==> config.mk <==
export PLATFORM = sky130hd
export DESIGN_NAME = pwm_duty_controller
export DESIGN_NICKNAME = d
export VERILOG_FILES = /design/src/rtl/pwm_duty_controller.sv
export SDC_FILE = /design/constraint.sdc
export NUM_CORES = 1
export LEC_CHECK = 0
export ABC_AREA = 1
export CAP_MARGIN = 40
export CORE_MARGIN = 2
export CORE_UTILIZATION = 36
export DETAILED_ROUTE_END_ITERATION = 12
export PLACE_DENSITY = 0.52
export SYNTH_ARGS = -nofsm -noshare
export SYNTH_HDL_FRONTEND = slang
export SYNTH_SLANG_ARGS = --single-unit
==> constraint.sdc <==
create_clock -name clk -period 4.41 [get_ports clk]
set_clock_uncertainty 0.2 [all_clocks]
set_input_delay 0.441 -clock clk [delete_from_list [all_inputs] [get_ports clk]]
set_output_delay 0.441 -clock clk [all_outputs]
set_load 0.02 [all_outputs]
==> src/rtl/pwm_duty_controller.sv <==
// -----------------------------------------------------------------------------
// pwm_duty_controller
//
// Sequencer between the user buttons and the PWM datapath. It keeps a target
// duty set by the sum/rest buttons and ramps the applied duty (referencia)
// toward it. Ramp steps are taken only on PWM period boundaries, so the
// comparator never sees a mid-period change. Every change of referencia
// triggers one BCD conversion, handshaken on rdy with a timeout.
//
// Ports
//   clk         in   system clock (same clock as prescaler/contador)
//   rst         in   synchronous, active-low reset
//   ena         in   prescaler tick that advances contador
//   value       in   contador value
//   sum         in   raw increment button (asynchronous level)
//   rest        in   raw decrement button (asynchronous level)
//   rdy         in   BCD converter done
//   target      out  requested duty
//   referencia  out  applied duty (comparador and BCD input)
//   conv_ena    out  one-cycle BCD start pulse
//   busy        out  a conversion is outstanding (START/WAIT)
//   conv_err    out  sticky conversion-timeout flag, cleared only by reset
// -----------------------------------------------------------------------------
module pwm_duty_controller #(
    parameter int RESOLUTION_BITS = 8,
    parameter int STEP            = 1,
    parameter int RAMP_DIV        = 4,
    parameter int CONV_TIMEOUT    = 64
) (
    input  logic                       clk,
    input  logic                       rst,
    input  logic                       ena,
    input  logic [RESOLUTION_BITS-1:0] value,
    input  logic                       sum,
    input  logic                       rest,
    input  logic                       rdy,
    output logic [RESOLUTION_BITS-1:0] target,
    output logic [RESOLUTION_BITS-1:0] referencia,
    output logic                       conv_ena,
    output logic                       busy,
    output logic                       conv_err
);

    localparam int RB = RESOLUTION_BITS;
    localparam int PW = (RAMP_DIV > 1) ? $clog2(RAMP_DIV) : 1;
    localparam int TW = $clog2(CONV_TIMEOUT + 1);

    localparam logic [RB:0]   STEP_W   = (RB + 1)'(STEP);
    localparam logic [RB:0]   MAX_W    = {1'b0, {RB{1'b1}}};
    localparam logic [PW-1:0] PER_LAST = PW'(RAMP_DIV - 1);
    // The timeout fires on the cycle in which the counter would step onto
    // CONV_TIMEOUT-1, which puts conv_err exactly CONV_TIMEOUT clocks after
    // the rising edge of conv_ena.
    localparam logic [TW-1:0] TMO_LAST = TW'(CONV_TIMEOUT - 2);

    typedef enum logic [1:0] {
        S_IDLE  = 2'd0,
        S_START = 2'd1,
        S_WAIT  = 2'd2
    } state_t;

    // -------------------------------------------------------------------------
    // Button synchronisers and rising-edge detectors.
    // Index 0 = sum, index 1 = rest. Bits [1:0] are the two synchroniser
    // flops, bit [2] is the history flop for edge detection.
    // -------------------------------------------------------------------------
    logic [1:0] btn_raw;
    logic [1:0] btn_pulse;
    logic [2:0] btn_sync_q [2];

    assign btn_raw = {rest, sum};

    generate
        for (genvar gi = 0; gi < 2; gi++) begin : g_btn
            always_ff @(posedge clk) begin
                if (!rst) begin
                    btn_sync_q[gi] <= 3'b000;
                end else begin
                    btn_sync_q[gi] <= {btn_sync_q[gi][1:0], btn_raw[gi]};
                end
            end
            assign btn_pulse[gi] = btn_sync_q[gi][1] & ~btn_sync_q[gi][2];
        end
    endgenerate

    // -------------------------------------------------------------------------
    // Datapath registers
    // -------------------------------------------------------------------------
    logic [RB-1:0] target_q, target_d;
    logic [RB-1:0] ref_q, ref_d;
    logic [PW-1:0] per_q, per_d;
    logic          ref_changed_q;
    logic          pending_q, pending_d;
    logic [TW-1:0] tmo_q, tmo_d;
    logic          rdy_prev_q;
    logic          conv_err_q, conv_err_d;
    state_t        state_q, state_d;

    logic          boundary;
    logic          ramp_step;
    logic          rdy_edge;
    logic          timeout_hit;
    logic [RB:0]   inc_w, dec_w, gap_w, delta_w;

    // Target: saturating increment/decrement; simultaneous presses cancel.
    always_comb begin
        inc_w    = {1'b0, target_q} + STEP_W;
        dec_w    = {1'b0, target_q} - STEP_W;
        target_d = target_q;
        if (btn_pulse[0] && !btn_pulse[1]) begin
            target_d = (inc_w > MAX_W) ? {RB{1'b1}} : inc_w[RB-1:0];
        end else if (btn_pulse[1] && !btn_pulse[0]) begin
            // A set MSB means the subtraction borrowed below zero.
            target_d = dec_w[RB] ? '0 : dec_w[RB-1:0];
        end
    end

    // Ramp: boundary is the last tick before contador wraps, so the new
    // referencia is registered in time for the first cycle of value==0.
    // The step uses target_q, so a same-cycle target change waits a step.
    always_comb begin
        boundary  = ena && (value == {RB{1'b1}});
        ramp_step = boundary && (per_q == PER_LAST) && (ref_q != target_q);

        per_d = per_q;
        if (boundary) begin
            per_d = (per_q == PER_LAST) ? '0 : per_q + 1'b1;
        end

        if (target_q > ref_q) begin
            gap_w = {1'b0, target_q} - {1'b0, ref_q};
        end else begin
            gap_w = {1'b0, ref_q} - {1'b0, target_q};
        end
        delta_w = (gap_w < STEP_W) ? gap_w : STEP_W;

        ref_d = ref_q;
        if (ramp_step) begin
            if (target_q > ref_q) begin
                ref_d = ref_q + delta_w[RB-1:0];
            end else begin
                ref_d = ref_q - delta_w[RB-1:0];
            end
        end
    end

    // Conversion bookkeeping. A set request wins over the START clear so a
    // change arriving during START is not lost.
    always_comb begin
        rdy_edge    = (state_q == S_WAIT) && rdy && !rdy_prev_q && (tmo_q != '0);
        timeout_hit = (state_q == S_WAIT) && !rdy_edge && (tmo_q == TMO_LAST);

        pending_d = pending_q;
        if (state_q == S_START) begin
            pending_d = 1'b0;
        end
        if (ref_changed_q) begin
            pending_d = 1'b1;
        end

        tmo_d = tmo_q;
        if (state_q == S_START) begin
            tmo_d = '0;
        end else if (state_q == S_WAIT) begin
            tmo_d = tmo_q + 1'b1;
        end

        conv_err_d = conv_err_q | timeout_hit;
    end

    always_ff @(posedge clk) begin
        if (!rst) begin
            target_q      <= '0;
            ref_q         <= '0;
            per_q         <= '0;
            ref_changed_q <= 1'b0;
            pending_q     <= 1'b1;
            tmo_q         <= '0;
            rdy_prev_q    <= 1'b0;
            conv_err_q    <= 1'b0;
        end else begin
            target_q      <= target_d;
            ref_q         <= ref_d;
            per_q         <= per_d;
            ref_changed_q <= ramp_step;
            pending_q     <= pending_d;
            tmo_q         <= tmo_d;
            rdy_prev_q    <= rdy;
            conv_err_q    <= conv_err_d;
        end
    end

    // -------------------------------------------------------------------------
    // Conversion FSM: state register / next state / outputs
    // -------------------------------------------------------------------------
    always_ff @(posedge clk) begin
        if (!rst) begin
            state_q <= S_IDLE;
        end else begin
            state_q <= state_d;
        end
    end

    always_comb begin
        state_d = state_q;
        case (state_q)
            S_IDLE:  if (pending_q) state_d = S_START;
            S_START: state_d = S_WAIT;
            S_WAIT:  if (rdy_edge || timeout_hit) state_d = S_IDLE;
            default: state_d = S_IDLE;
        endcase
    end

    always_comb begin
        conv_ena = 1'b0;
        busy     = 1'b0;
        case (state_q)
            S_START: begin
                conv_ena = 1'b1;
                busy     = 1'b1;
            end
            S_WAIT:  busy = 1'b1;
            default: ;
        endcase
    end

    assign target     = target_q;
    assign referencia = ref_q;
    assign conv_err   = conv_err_q;

endmodule

**Yosys cells after proc, flatten, opt, wreduce, memory -nomap -nowiden**

Memory sizes are Yosys's and may differ from the RTL's.
Index checks and enable logic that the tools add are counted.

- Bits of input ports: 14
- Memory bits (writable): 6
- Latch bits: 0
- Output and inout bits: 19
- Memory bits (read-only): 0
- Logic and storage cells: 76
- Memories: 1
- Register bits: 31

- Multipliers: 0
- Equality and inequality tests: 8
- Reductions and logical operators: 22
- Muxes and demuxes: 17
- Magnitude comparators: 3
- Div/mod/pow operators: 0
- Add/subtract/negate cells: 8
- Bitwise logic cells: 8
- Shift operators: 0

Memories:

| memory | words | width | rd ports | clocked after memory_dff | wr ports | line | RTL |
|---|---|---|---|---|---|---|---|
| btn_sync_q | 2 | 3 | 2 | 0 | 2 | 69 | `logic [2:0] btn_sync_q [2];` |

Operator list:

| cell | number |
|---|---|
| $mux W8 | 6 |
| $sub A8 B8 Y9 | 2 |
| $logic_and A1 B1 Y1 | 10 |
| $add A8 B1 Y9 const B | 1 |
| $gt A9 B8 Y1 const B | 1 |
| $lt A9 B1 Y1 const B | 1 |
| $mux W9 | 1 |
| $sub A8 B1 Y9 const B | 1 |
| $add A8 B8 Y8 | 1 |
| $eq A8 B8 Y1 const B | 1 |
| $gt A8 B8 Y1 | 1 |
| $ne A8 B8 Y1 | 1 |
| $sub A8 B8 Y8 | 1 |
| $add A7 B1 Y7 const B | 1 |
| $eq A7 B6 Y1 const B | 1 |
| $reduce_bool A7 Y1 | 1 |
| $mux W2 | 3 |
| $mux W3 | 2 |
| $pmux W2 S3 | 1 |
| $reduce_or A2 Y1 | 3 |
| $eq A2 B2 Y1 const B | 2 |
| $logic_not A1 Y1 | 4 |
| $mux W1 | 4 |
| $not A1 Y1 | 3 |
| 10 further kinds | 13 |

**Longest topological paths before layout**

- Word-level depth: 10
- Gate-level depth with buffers: 30
- Gate-level depth less buffers: 28

**Least setup slack after synthesis**

No wires, ideal clock.

- Path kind: register -> register
- From: register target_q[4] (netlist: target[4])
- To: register ref_q[7] (netlist: referencia[7])
- Buffers on the path: 0
- Slack: 0.384 ns
- Stages on the path, launching flop included: 25
- Period minus slack after synthesis: 4.026 ns
- Data required time: 4.146 ns
- Data arrival time: 3.762 ns
- Path through: dfxtp_1 -> inv_1 -> ha_1 -> a21o_1 -> a21boi_0 -> a21boi_0 -> xor2_1 -> a21oi_1 -> nand2_1 -> nand2_1 -> nand3_1 -> inv_1 -> ha_1 -> or2_2 -> ha_1 -> a21o_1 -> a31oi_1 -> nor3_1 -> nor2_1 -> inv_1 -> nand2_1 -> nand2_1 -> nor2_1 -> nor2_1 -> nor2_1

- Longest elaborated chain between the ends: 6
- Elaborated cells on any way between the ends: 11
- Those cells by class: add/sub (4); order compare (2); eq/ne (1); mux (3); reduce/logical (1)

RTL lines:

| what | line | RTL |
|---|---|---|
| start, declared | 89 | `logic [RB-1:0] target_q, target_d;` |
| start signal, assigned | 182 | `target_q <= target_d;` |
| $sub A8 B8 Y9 (tied with other cells) | 133 | `gap_w = {1'b0, ref_q} - {1'b0, target_q};` |
| $mux W9 | 130 | `if (target_q > ref_q) begin` |
| $lt A9 B1 Y1 | 135 | `delta_w = (gap_w < STEP_W) ? gap_w : STEP_W;` |
| $mux W8 | 135 |  |
| $sub A8 B8 Y8 or $add A8 B8 Y8 (tied branches) | 142, 140 |  |
| $mux W8 | 139 | `if (target_q > ref_q) begin` |
| end signal, assigned | 183 | `ref_q <= ref_d;` |
| end, declared | 90 | `logic [RB-1:0] ref_q, ref_d;` |

Several ways; a longest one is shown, not always the timed one.
A chain may end at the register's enable or synchronous reset.

**Worst setup path in the final report**

- From: register target_q[0] (netlist: target[0])
- To: register ref_q[7] (netlist: referencia[7])

Same word-level chain as after synthesis.

==> results.sh <==
export IMPL_status="finished clean"
export IMPL_first_pass_iters=5
export IMPL_crit_path_start_kind="register"
export IMPL_grt_antenna_before_repair=0
export IMPL_crit_start="target[0]$_SDFFE_PN0P_"
export IMPL_cts_resized=0
export IMPL_fp_dieW_um=96.8
export IMPL_pin_count=33
export IMPL_syn_num_nets=509
export IMPL_switchingPower_mw=0.544
export IMPL_synth_area_leaders="dfxtp_1 (24%), ha_1 (14%), inv_1 (10%)"
export IMPL_end_kind="register"
export IMPL_synth_common_cells="inv_1 (84), nand2_1 (81), a21oi_1 (37), dfxtp_1 (37), ha_1 (35)"
export IMPL_min_path_type="register to register"
export IMPL_synth_cell_type_count=39
export IMPL_cts_tree="done"
export IMPL_rrSetupSlack_ps=380
export IMPL_synth_most_common_cell="inv_1"
export IMPL_ys_warnings_count=0
export IMPL_syn_avg_cell_area_um2=6.78
export IMPL_clock_sinks=37
export IMPL_final_hold_violation_count=0
export IMPL_path_class="register to register"
export IMPL_min_period_ps=4030
export IMPL_cts_hold_buf=0
export IMPL_ir_drop_uv=151
export IMPL_synth_top_area_share_pct=23.9
export IMPL_cellPowerDensity_nw_per_um2=356
export IMPL_clockBufferDepth=2
export IMPL_grt_start_max_net_pins=27
export IMPL_via_per_inst=4.98
export IMPL_synthToLayoutAreaGrowth_pct=20.6
export IMPL_r2r_end="referencia[7]$_SDFFE_PN0P_"
export IMPL_cp_arrival_ps=4060
export IMPL_cp_endpoint="referencia[7]$_SDFFE_PN0P_"
export IMPL_dp_cells=599
export IMPL_dp_slack_ps=60.5
export IMPL_die_area_um2=9370
export IMPL_max_slew_margin_pct=63.3
export IMPL_drc=0
export IMPL_comb_power_share_pct=49.0
export IMPL_ys_ff_latch=37
export IMPL_synth_top_flop_cell="dfxtp_1"
export IMPL_drt_iter0_markers=99
export IMPL_cts_setup_buffers=0
export IMPL_r2r_cells=27
export IMPL_grt_first_pass_wirelength_um=13500
export IMPL_finalMaxSlewViolations=0
export IMPL_maxCapViolations=0
export IMPL_grt_pass1_vias=2914
export IMPL_min_from="btn_sync_q[0][0]$_SDFF_PN0_"
export IMPL_r2r_start="target[0]$_SDFFE_PN0P_"
export IMPL_start_util_pct=37.4
export IMPL_leakagePower_nw=1.86
export IMPL_gr_total_overflow=0
export IMPL_p_int_mw=0.786
export IMPL_worstMarginPinSlew_ps=547
export IMPL_synth_area_um2=3100
export IMPL_synth_edf_count=0
export IMPL_cts_inserted_buffers=5
export IMPL_clock_latency_ps=300
export IMPL_timing_final_ws_setup_ps=375
export IMPL_diodes=0
export IMPL_instances_no_fill=607
export IMPL_drt_total_wl_um=8020
export IMPL_swShare_pct=40.9
export IMPL_core_area_um2=8300
export IMPL_crit_fanout=7
export IMPL_clk_pin_slew_ps=90
export IMPL_cp_required_ps=4440
export IMPL_grt_usage_pct=17.2
export IMPL_fmax_mhz=248
export IMPL_hpwl_um=6420
export IMPL_nNetsFinal=553
export IMPL_die_y_um=96.8
export IMPL_io_buffers=32
export IMPL_final_setup_viol_count=0
export IMPL_pwr_share_clk_pct=22.6
export IMPL_cts_htree_levels=2
export IMPL_drive_above_1_share_pct=9.76
export IMPL_dr_total_vias=3023
export IMPL_yosysTopAreaCell="dfxtp_1"
export IMPL_cts_root_buf="clkbuf_8"
export IMPL_fin_crit_sh_pct=91.5
export IMPL_rows=33
export IMPL_async_flop_share_pct=0
export IMPL_gp_congestion=0.890
export IMPL_seq_area_frac_synth_pct=23.9
export IMPL_syn_inst=457
export IMPL_ant_nets=0
export IMPL_power_frac_seq_pct=28.5
export IMPL_drt_wirelength_per_cell_um=13.2
## area by class of cell
cell class	instances	area, µm²
Inverter	89	337
Timing Repair Buffer	43	403
Multi-Input combinational cell	325	2010
Sequential cell	37	742
Clock buffer	6	72.6
Clock inverter	2	38.8
Fill cell	880	4560
Tap cell	105	131
## flip-flops by register name (all words and copies together) (netlist names)
register / cells
conv_err: 1
tmo_q: 7
state_q: 2
rdy_prev_q: 1
pending_q: 1
per_q: 2
referencia: 8
ref_changed_q: 1
btn_sync_q: 6
target: 8
## cell families (layout without fill, tap and decap cells)
| logic type | count (synthesis) | in the layout | synth area share [%] |
|---|---|---|---|
| AO/OA/AOI/OAI | 90 | 90 | 16.7 |
| adder cells (fa/ha/maj) | 38 | 38 | 16.1 |
| XOR/XNOR | 17 | 17 | 4.80 |
| buffers and inverters | 95 | 140 | 11.9 |
| other | 1 | 1 | 0.121 |
| AND/OR/NAND/NOR | 179 | 179 | 26.6 |
| flip-flops | 37 | 37 | 23.9 |
## cell usage in the layout, fill, tap and decap left out, drive strengths merged, types with 3 or more instances in the layout
cell / n
a21o: 3
a21oi: 38
a31oi: 5
buf: 11
clkbuf: 6
clkdlybuf4s50: 32
dfxtp: 37
fa: 3
ha: 35
inv: 88
nand2: 88
nand3: 26
nand4: 9
nor2: 34
nor3: 13
o211ai: 4
o21ai: 31
or2: 6
xor2: 15
## worst min path at each step
stage	endpoint	slack, ps	depth (start not counted)
2_1_floorplan	btn_sync_q[0][1]$_SDFF_PN0_	190	2
3_3_place_gp	btn_sync_q[0][1]$_SDFF_PN0_	200	2
3_5_place_dp	btn_sync_q[0][1]$_SDFF_PN0_	200	2
4_1_cts	btn_sync_q[0][1]$_SDFF_PN0_	230	2
5_1_grt	btn_sync_q[1][1]$_SDFF_PN0_	250	2
6_report	btn_sync_q[0][1]$_SDFF_PN0_	220	2
## power by group through the flow
stage / Sequential, mW / Clock [mW] / Combinational, mW
2_1_floorplan: 0.397 / 0 / 0.457
4_1_cts: 0.378 / 0.310 / 0.637
6_report: 0.378 / 0.300 / 0.651
5_1_grt: 0.382 / 0.321 / 0.738
3_5_place_dp: 0.385 / 0 / 0.630
3_3_place_gp: 0.386 / 0 / 0.633
## stage by stage
| step | power (mW) | hold WS, ps | instance area [µm²] | setup TNS (ps) | utilization [%] |
|---|---|---|---|---|---|
| finish | 1.33 | 223 | 3740 | 0 | 45.0 |
| global route | 1.44 | 250 | 3740 | -9.06 | 45.0 |
| CTS | 1.33 | 225 | 3710 | 0 | 44.7 |
| detailed placement | 1.01 | 201 | 3600 | 0 | 43.4 |
| global placement | 1.02 | 205 | 3600 | 0 | 43.4 |
| floorplan | 0.854 | 190 | 3100 | 0 | - |
## worst max-delay path, stage by stage (launching register included)
cell and delay (ps):
dfxtp_2 400, inv_4 110, ha_1 150, inv_1 110, fa_2 400, nand2_1 120, nand2_1 60, nand2_1 50
nand2_1 70, nand3_1 70, nor2_1 50, nand2_2 110, nand2_1 70, nand3_1 120, inv_1 50, ha_1 190
or2_2 300, ha_2 310, a21o_1 220, a31oi_4 180, nor3_1 60, nor2_1 120, inv_1 70, nand2_1 80
nand2_1 50, nor2_1 100, nor2_1 40, nor2_1 100
## routing by layer
| layer | share of wire (%) | track usage [%] | routed length [µm] | vias up |
|---|---|---|---|---|
| met4 | 1.1 | 4.77 | 91 | 0 |
| met1 | 47 | 22.5 | 3780 | 1383 |
| li1 | - | - | - | 1564 |
| met5 | 0 | 0 | 0 | - |
| met3 | 3.7 | 2.46 | 300 | 9 |
| met2 | 48 | 29.3 | 3850 | 67 |
Power figures use the tool's default switching activity.
